`src/rtl/mult_arbiter_bf16.sv`:
```
// mult_arbiter_bf16: round-robin arbiter sharing one bf16 multiplier among N_REQ requesters
module mult_arbiter_bf16 #(
  parameter int N_REQ = 4
) (
  input  logic                 clk,
  input  logic                 rst,
  input  logic [16*N_REQ-1:0]  req_input_a,
  input  logic [16*N_REQ-1:0]  req_input_b,
  input  logic [N_REQ-1:0]     req_input_STB,
  output logic [N_REQ-1:0]     req_BUSY,
  output logic [15:0]          res_output,
  output logic [N_REQ-1:0]     res_output_STB,
  input  logic [N_REQ-1:0]     res_output_BUSY,
  output logic [15:0]          mult_input_a,
  output logic [15:0]          mult_input_b,
  output logic                 mult_input_STB,
  input  logic                 mult_BUSY,
  input  logic [15:0]          mult_output,
  input  logic                 mult_output_STB,
  output logic                 mult_output_module_BUSY,
  output logic [2:0]           grant_id,
  output logic [15:0]          op_count
);
  typedef enum logic [1:0] {IDLE, ISSUE, WAIT_RESULT, DELIVER} state_t;
  state_t state_q, state_d;
  logic [N_REQ-1:0] req_busy_q, req_busy_d, res_stb_q, res_stb_d, elig, rot;
  logic [15:0] res_q, res_d, a_q, a_d, b_q, b_d, op_q, op_d;
  logic stb_q, stb_d, mod_busy_q, mod_busy_d;
  logic [2:0] grant_q, grant_d, rr_q, rr_d, win;
  logic [3:0] off, sum;
  logic [2*N_REQ-1:0] dbl;
  assign elig = req_input_STB & ~req_busy_q;
  assign dbl = {elig, elig} >> rr_q;
  assign rot = dbl[N_REQ-1:0];
  always_comb begin
    off = '0;
    for (int k = N_REQ - 1; k >= 0; k--) off = rot[k] ? 4'(k) : off;
    sum = {1'b0, rr_q} + off;
    win = 3'(sum >= 4'(N_REQ) ? sum - 4'(N_REQ) : sum);
  end
  always_comb begin
    state_d = state_q;
    req_busy_d = req_busy_q;
    res_stb_d = res_stb_q;
    res_d = res_q;
    a_d = a_q;
    b_d = b_q;
    op_d = op_q;
    stb_d = stb_q;
    mod_busy_d = mod_busy_q;
    grant_d = grant_q;
    rr_d = rr_q;
    case (state_q)
      IDLE: if (|elig) begin
        a_d = req_input_a[16*win +: 16];
        b_d = req_input_b[16*win +: 16];
        req_busy_d = N_REQ'(1) << win;
        grant_d = win;
        rr_d = (win == 3'(N_REQ - 1)) ? 3'd0 : win + 3'd1;
        stb_d = 1'b1;
        state_d = ISSUE;
      end
      ISSUE: if (mult_BUSY) begin
        stb_d = 1'b0;
        mod_busy_d = 1'b0;
        state_d = WAIT_RESULT;
      end
      WAIT_RESULT: if (mult_output_STB && !mod_busy_q) begin
        res_d = mult_output;
        mod_busy_d = 1'b1;
        res_stb_d = N_REQ'(1) << grant_q;
        state_d = DELIVER;
      end
      DELIVER: if (|(res_stb_q & ~res_output_BUSY)) begin
        res_stb_d = '0;
        req_busy_d = '0;
        op_d = op_q + 16'd1;
        state_d = IDLE;
      end
    endcase
  end
  always_ff @(posedge clk) begin
    if (rst) begin
      state_q <= IDLE;
      req_busy_q <= '0;
      res_stb_q <= '0;
      res_q <= '0;
      a_q <= '0;
      b_q <= '0;
      op_q <= '0;
      stb_q <= 1'b0;
      mod_busy_q <= 1'b1;
      grant_q <= '0;
      rr_q <= '0;
    end else begin
      state_q <= state_d;
      req_busy_q <= req_busy_d;
      res_stb_q <= res_stb_d;
      res_q <= res_d;
      a_q <= a_d;
      b_q <= b_d;
      op_q <= op_d;
      stb_q <= stb_d;
      mod_busy_q <= mod_busy_d;
      grant_q <= grant_d;
      rr_q <= rr_d;
    end
  end
  assign req_BUSY = req_busy_q;
  assign res_output = res_q;
  assign res_output_STB = res_stb_q;
  assign mult_input_a = a_q;
  assign mult_input_b = b_q;
  assign mult_input_STB = stb_q;
  assign mult_output_module_BUSY = mod_busy_q;
  assign grant_id = grant_q;
  assign op_count = op_q;
endmodule

```
`config.mk`:
```
export PLATFORM = sky130hd
export DESIGN_NAME = mult_arbiter_bf16
export DESIGN_NICKNAME = d
export VERILOG_FILES = /design/src/rtl/mult_arbiter_bf16.sv
export SDC_FILE = /design/constraint.sdc
export NUM_CORES = 1
export LEC_CHECK = 0
export BUFFER_PORTS_ARGS = -buffer_cell sky130_fd_sc_hd__buf_4
export CORE_MARGIN = 2
export CORE_UTILIZATION = 45
export DETAILED_ROUTE_END_ITERATION = 12
export HOLD_SLACK_MARGIN = 0.1
export MAX_ROUTING_LAYER = met4
export PLACE_DENSITY = 0.81
export SETUP_SLACK_MARGIN = 0.2
export SYNTH_ARGS = -nofsm -noshare
export SYNTH_HDL_FRONTEND = slang
export SYNTH_SLANG_ARGS = --single-unit
```
`constraint.sdc`:
```
create_clock -name clk -period 3.9 [get_ports clk]
set_input_delay 0.195 -clock clk [delete_from_list [all_inputs] [get_ports clk]]
set_output_delay 0.195 -clock clk [all_outputs]
set_load 0.01 [all_outputs]
```
---- Yosys cells after proc, flatten, opt, wreduce, memory -nomap -nowiden ----
Index checks and enable logic that the tools add are counted.
word-level totals
  register bits ........................... 82
  output and inout port bits .............. 77
  logic and storage cells ................. 71
cells by class
  add/sub/neg operators ................... 4
  order comparisons ....................... 1
  equality and inequality tests ........... 8
  shift operators ......................... 5
  multiplexer cells ....................... 21
  bitwise operators ....................... 4
  reductions and logical operators ........ 17
operator list
  cell                                                                number
  indexed part select 64 x 8 -> 16 bit                                2
  adder 16 x 1 -> 16 bit (second input constant)                      1
  2-to-1 mux 2 bit                                                    8
  one-hot mux 4 bit (2 select lines)                                  2
  2-to-1 mux 4 bit                                                    3
  AND reduction 3 bit                                                 4
  bitwise AND 4 bit                                                   2
  != test 2 bit (second input constant)                               4
  NOT 4 bit                                                           2
  one-hot mux 2 bit (4 select lines)                                  1
  nonzero test 2 bit                                                  4
  OR reduction 4 bit                                                  2
  << shifter 1 x 3 -> 4 bit (first input constant)                    2
  right shift 8 x 3 -> 4 bit                                          1
  2-to-1 mux 3 bit                                                    2
  AND reduction 2 bit                                                 3
  adder 3 x 2 -> 4 bit                                                1
  == test 2 bit (second input constant)                               2
  greater-or-equal comparator 4 x 3 -> 1 bit (second input constant)  1
  one-hot mux 1 bit (2 select lines)                                  2
  AND reduction 4 bit                                                 1
  adder 3 x 1 -> 3 bit (second input constant)                        1
  == test 3 x 2 -> 1 bit (second input constant)                      1
  2-to-1 mux 1 bit                                                    3
  other kinds (5)                                                     5

---- Depth between registers and ports, before layout ----
  depth after elaboration ................. 13
  depth in mapped cells ................... 13
  gate-level depth less buffers ........... 12

---- Least setup slack after synthesis ----
Ideal clock, no wire load.
  path type ............................... reg2reg
  start point ............................. register rr_q[0]
  end point ............................... register b_q[1] (netlist: mult_input_b[1])
  setup time .............................. 128 ps
  arrival time ............................ 3018 ps
  required time ........................... 3772 ps
  path slack .............................. 754 ps
  stages on the path, launching flop included .. 11
  period minus slack after synthesis ...... 3146 ps
  cell sequence ........................... dfxtp_1 -> clkbuf_1 -> mux2_2 -> nor2_1 -> mux2_2 -> fa_1 -> clkbuf_1 -> clkbuf_1 -> mux4_2 -> a22oi_1 -> nor2_1
on the way
  word-level cells in the longest chain between the ends .. 9
  elaborated cells between the ends (all ways) .. 10
ends and longest elaborated chain
  what                                                                            RTL line  RTL
  from (decl)                                                                     29        logic [2:0] grant_q, grant_d, rr_q, rr_d, win;
  from (signal assigned)                                                          106       rr_q <= rr_d;
  right shift 8 x 3 -> 4 bit                                                      33        assign dbl = {elig, elig} >> rr_q;
  2-to-1 mux 2 bit (4 in a row)                                                   37        for (int k = N_REQ - 1; k >= 0; k--) off = rot[k] ? 4'(k) : off;
  adder 3 x 2 -> 4 bit *                                                          38        sum = {1'b0, rr_q} + off;
  via sum[1]                                                                      30        logic [3:0] off, sum;
  greater-or-equal comparator 4 x 3 -> 1 bit or subtractor 3 bit (tied branches)  39        win = 3'(sum >= 4'(N_REQ) ? sum - 4'(N_REQ) : sum);
  2-to-1 mux 3 bit *                                                              39
  indexed part select 64 x 8 -> 16 bit *                                          56        b_d = req_input_b[16*win +: 16];
  to (signal assigned)                                                            89        b_q <= '0;
  to (signal assigned)                                                            101       b_q <= b_d;
  to (decl)                                                                       27        logic [15:0] res_q, res_d, a_q, a_d, b_q, b_d, op_q, op_d;
The timed path passes the listed nets; every way through them passes the cells marked *.
A chain may end at the register's enable or synchronous reset.

---- Worst setup path in the final report ----
  start point ............................. register rr_q[0]
  end point ............................... register b_q[11] (netlist: mult_input_b[11])
The elaborated chain is that of the path after synthesis.

==> out/results.ini <==
[pwr]
power.leakage_nw=2.79
share_clk_of_total_power_pct=16.4
cellInternalPower_mw=2.46
worst_ir_drop_vdd_mv=0.357
power_density_mw_per_mm2=611
switching_share_pct=37.7
seq_power_share_pct=28.4
power_frac_comb_pct=55.2
power.net_switching_mw=1.48

[critical_path]
timing.rr.start=rr_q[0]
critical_path.cell_chain=mux2_2 > nor2_1 > mux2_2 > fa_2 > buf_4 > mux4_2 > a22oi_1 > nor2_1
setup.worst_path.class=reg2reg
timing.critical_path.slowest_stage_cell=fa_2
critical_path_cell_count=8
critPathArrivalTime_ns=3.31
setup.worst_path.start_class=register
r2r.worst_path.cells=8
timing.critical_path.buf_inv=1
critPathLaunch=rr_q[0]
critical-path-top-delay-family=multiplexers
critical_path_peak_fanout=35
required_ns=4.09
critical_path.max_stage_delay_ns=0.54
timing.critical_path.to_type=register

[cells_and_area]
final_layout_size_suffix_gt1_share_pct=43.7
layout.cells.most_common_list=235 x buf_4, 82 x dfxtp_1, 65 x nor2_1, 47 x nand2_1
postLayoutCoreUtil_pct=69.8
final_net_count=842
antenna_cells_inserted=0
commonest_non_fill_non_tap_cell_in_the_layout=buf_4
area_growth_syn_to_layout_pct=50.7

[floorplanning]
fp.dieArea_mm2=0.0103
die_w_um=102
die_h_um=102
ioPinCount=233
row_count=35
placeableCoreArea_mm2=0.00924
initial_core_utilization_pct=46.3

[timing]
finalHoldWorstSlack_ns=0.117
report.final.setup_viol=0
final-hold-violation-count=0
maxSlewHeadroom_pct=37.9
fin_setup_tns_ns=0
maxSlewViolCount=0
clock_skew_ns=0.0135
max_slew.worst_pin.slew_ns=0.928
grt_setup_unrepaired=false
final.period_utilization_pct=80.0
fmax_mhz=321
period_needed_ns=3.12

[clock_network]
clock_tree.root_cell=clkbuf_8
number_of_sinks_handled_by_clock_tree_synthesis=82
clk_latency_ns=0.34
number_of_levels_the_h_tree_was_split_into=3
cts_tree=built
postCtsSetupBuffers=0
cts_inserted_buffers=9
cts_max_path_buffers=2
clk_transition_reported_paths_ns=0.09

[synth]
netlist_area_mm2=0.00428
asyncSetResetFlopFracSynth_pct=0
post_synth_edffs=0
yosysWarningCount=0
count_of_unique_library_cells_instantiated_by_yosys=40
postSynthRegisterBits=82
syn-mean-instance-area_um2=9.68
synthesis.instances=442
postSynthNetCount=611
part_of_the_yosys_area_used_for_sequential_elements_pct=38.4
ys_dominant_reg_cell=dfxtp_1

[routing]
route.met3.wl_um=933
routedLengthMet1_mm=5.04
wire_per_inst_um=16.5
dr_total_vias=4300
route.met2.wl_mm=7.05
topRoutingLayerUsed=met4
postRouteAntennaNets=0
drt_first_pass_iters=4
vias_per_cell=5.33
drt_drc_violations_left=0
first_drt_iteration_drcs=148
finalWirelength_mm=13.3

[grt]
grt_first_pass_wirelength_mm=20.4
largest_net_degree_at_the_start_of_global_routing=85
first_global_vias=4302
grt_antenna_before_repair=0
grt_remaining_overflow=0
grt_use_total_pct=25.9

[worst_hold_path]
hp-class=in2reg
worstHoldPathCells=3
hold_start=mult_output[7]

[flow_run]
max_cap_viol_count=0

[status]
run_status=finished clean

[placed_design]
io_buffer_count=232
dp.final_hpwl_mm=10.1
routability_congestion=0.915

==> synthesized netlist by cell type, types with 2 or more instances <==
library cell  count  share of area [%]
buf_2            12                1.4
ha_1             12                3.5
a21oi_1          30                3.5
inv_1            10               0.88
a22oi_1          32                5.6
mux4_2           32                 17
nand2_1          47                4.1
nor4_1           10                1.5
a31oi_1           2               0.29
o21ai_0           5               0.58
a211oi_1          2               0.35
dfxtp_1          82                 38
mux2_2            2               0.53
nor2_1           66                5.8
o41ai_4           2                1.3
nand3b_1          2               0.35
or3_1             2               0.29
xnor2_1          13                2.7
nor2b_1          10                1.5
mux2i_1          10                2.3
nand4_1           3               0.44
nor3_1            6               0.70
clkbuf_1         18                1.6
or2_2             2               0.29
nand3_1           8               0.94
nand2b_1          8                1.2
==> state kept, by name, summed over array words and instances (netlist names) <==
register                 count
state_q                      2
req_BUSY                     4
mult_input_a                16
mult_input_b                16
rr_q                         3
mult_input_STB               1
mult_output_module_BUSY      1
op_count                    16
grant_id                     3
res_output_STB               4
res_output                  16
==> repair_timing <==
action	4_1_cts	5_1_grt
resized for setup	0	0
hold buffers	15	0
endpoints found under the hold margin	15	0
setup endpoints to repair	0	0
==> worst paths after layout <==
kind / slack (ns) / end
worst max-delay path: 0.78 / mult_input_b[11]
worst max register to register: 0.78 / mult_input_b[11]
worst min register to register: 0.46 / res_output[4]
worst min-delay path: 0.12 / res_output[7]
==> through the flow <==
step                      total power [mW]  worst slack (ns)  instance area (um2)  std cells
after floorplan                       2.67             0.754                 4280        442
after global placement                3.24             0.883                 6090        776
after detailed placement              3.31             0.807                 6090        776
after CTS                             3.98             0.782                 6450        807
after global routing                  4.23             0.560                 6450        807
final                                 3.94             0.781                 6450        807
==> kinds of logic (layout without fill, tap and decap cells) <==
family	count (synthesis)	after routing	share of synthesized area, %
AOI/OAI and AO/OA	78	78	12.6
xor gates and xnor gates	14	14	2.87
adders and majority gates	13	13	3.98
buffers and inverters	41	277	4.12
DFF	82	82	38.4
muxes	44	44	19.7
and+or+nand+nor	170	170	18.3
==> power by group through the flow <==
stage	Sequential, mW	Clock [mW]	Combinational, mW
6_report	1.12	0.647	2.18
5_1_grt	1.14	0.692	2.39
4_1_cts	1.12	0.662	2.20
3_5_place_dp	1.13	0	2.18
3_3_place_gp	1.12	0	2.12
2_1_floorplan	1.17	0	1.50
==> routing by layer <==
layer	up-vias	GRT usage, %
li1	2044	-
met1	2048	27.9
met2	186	46.4
met3	22	6.35
met4	0	8.73
met5	-	-
==> worst reg2reg max path, cell delays in order, from the launching register on <==
cell	delay, ns
dfxtp_1	0.50
mux2_2	0.40
nor2_1	0.13
mux2_2	0.38
fa_2	0.54
buf_4	0.39
mux4_2	0.41
a22oi_1	0.17
nor2_1	0.07
==> layout make-up <==
cell class              instances  area (um2)
clock buffers                   9         124
flip-flops and latches         82        1640
inverters                      10        37.5
multi-input cells             319        2470
well taps                     129         161
clock inverters                 7        82.6
repair buffers                251        1930
fillers                       681        2790
Power figures use the tool's default switching activity.
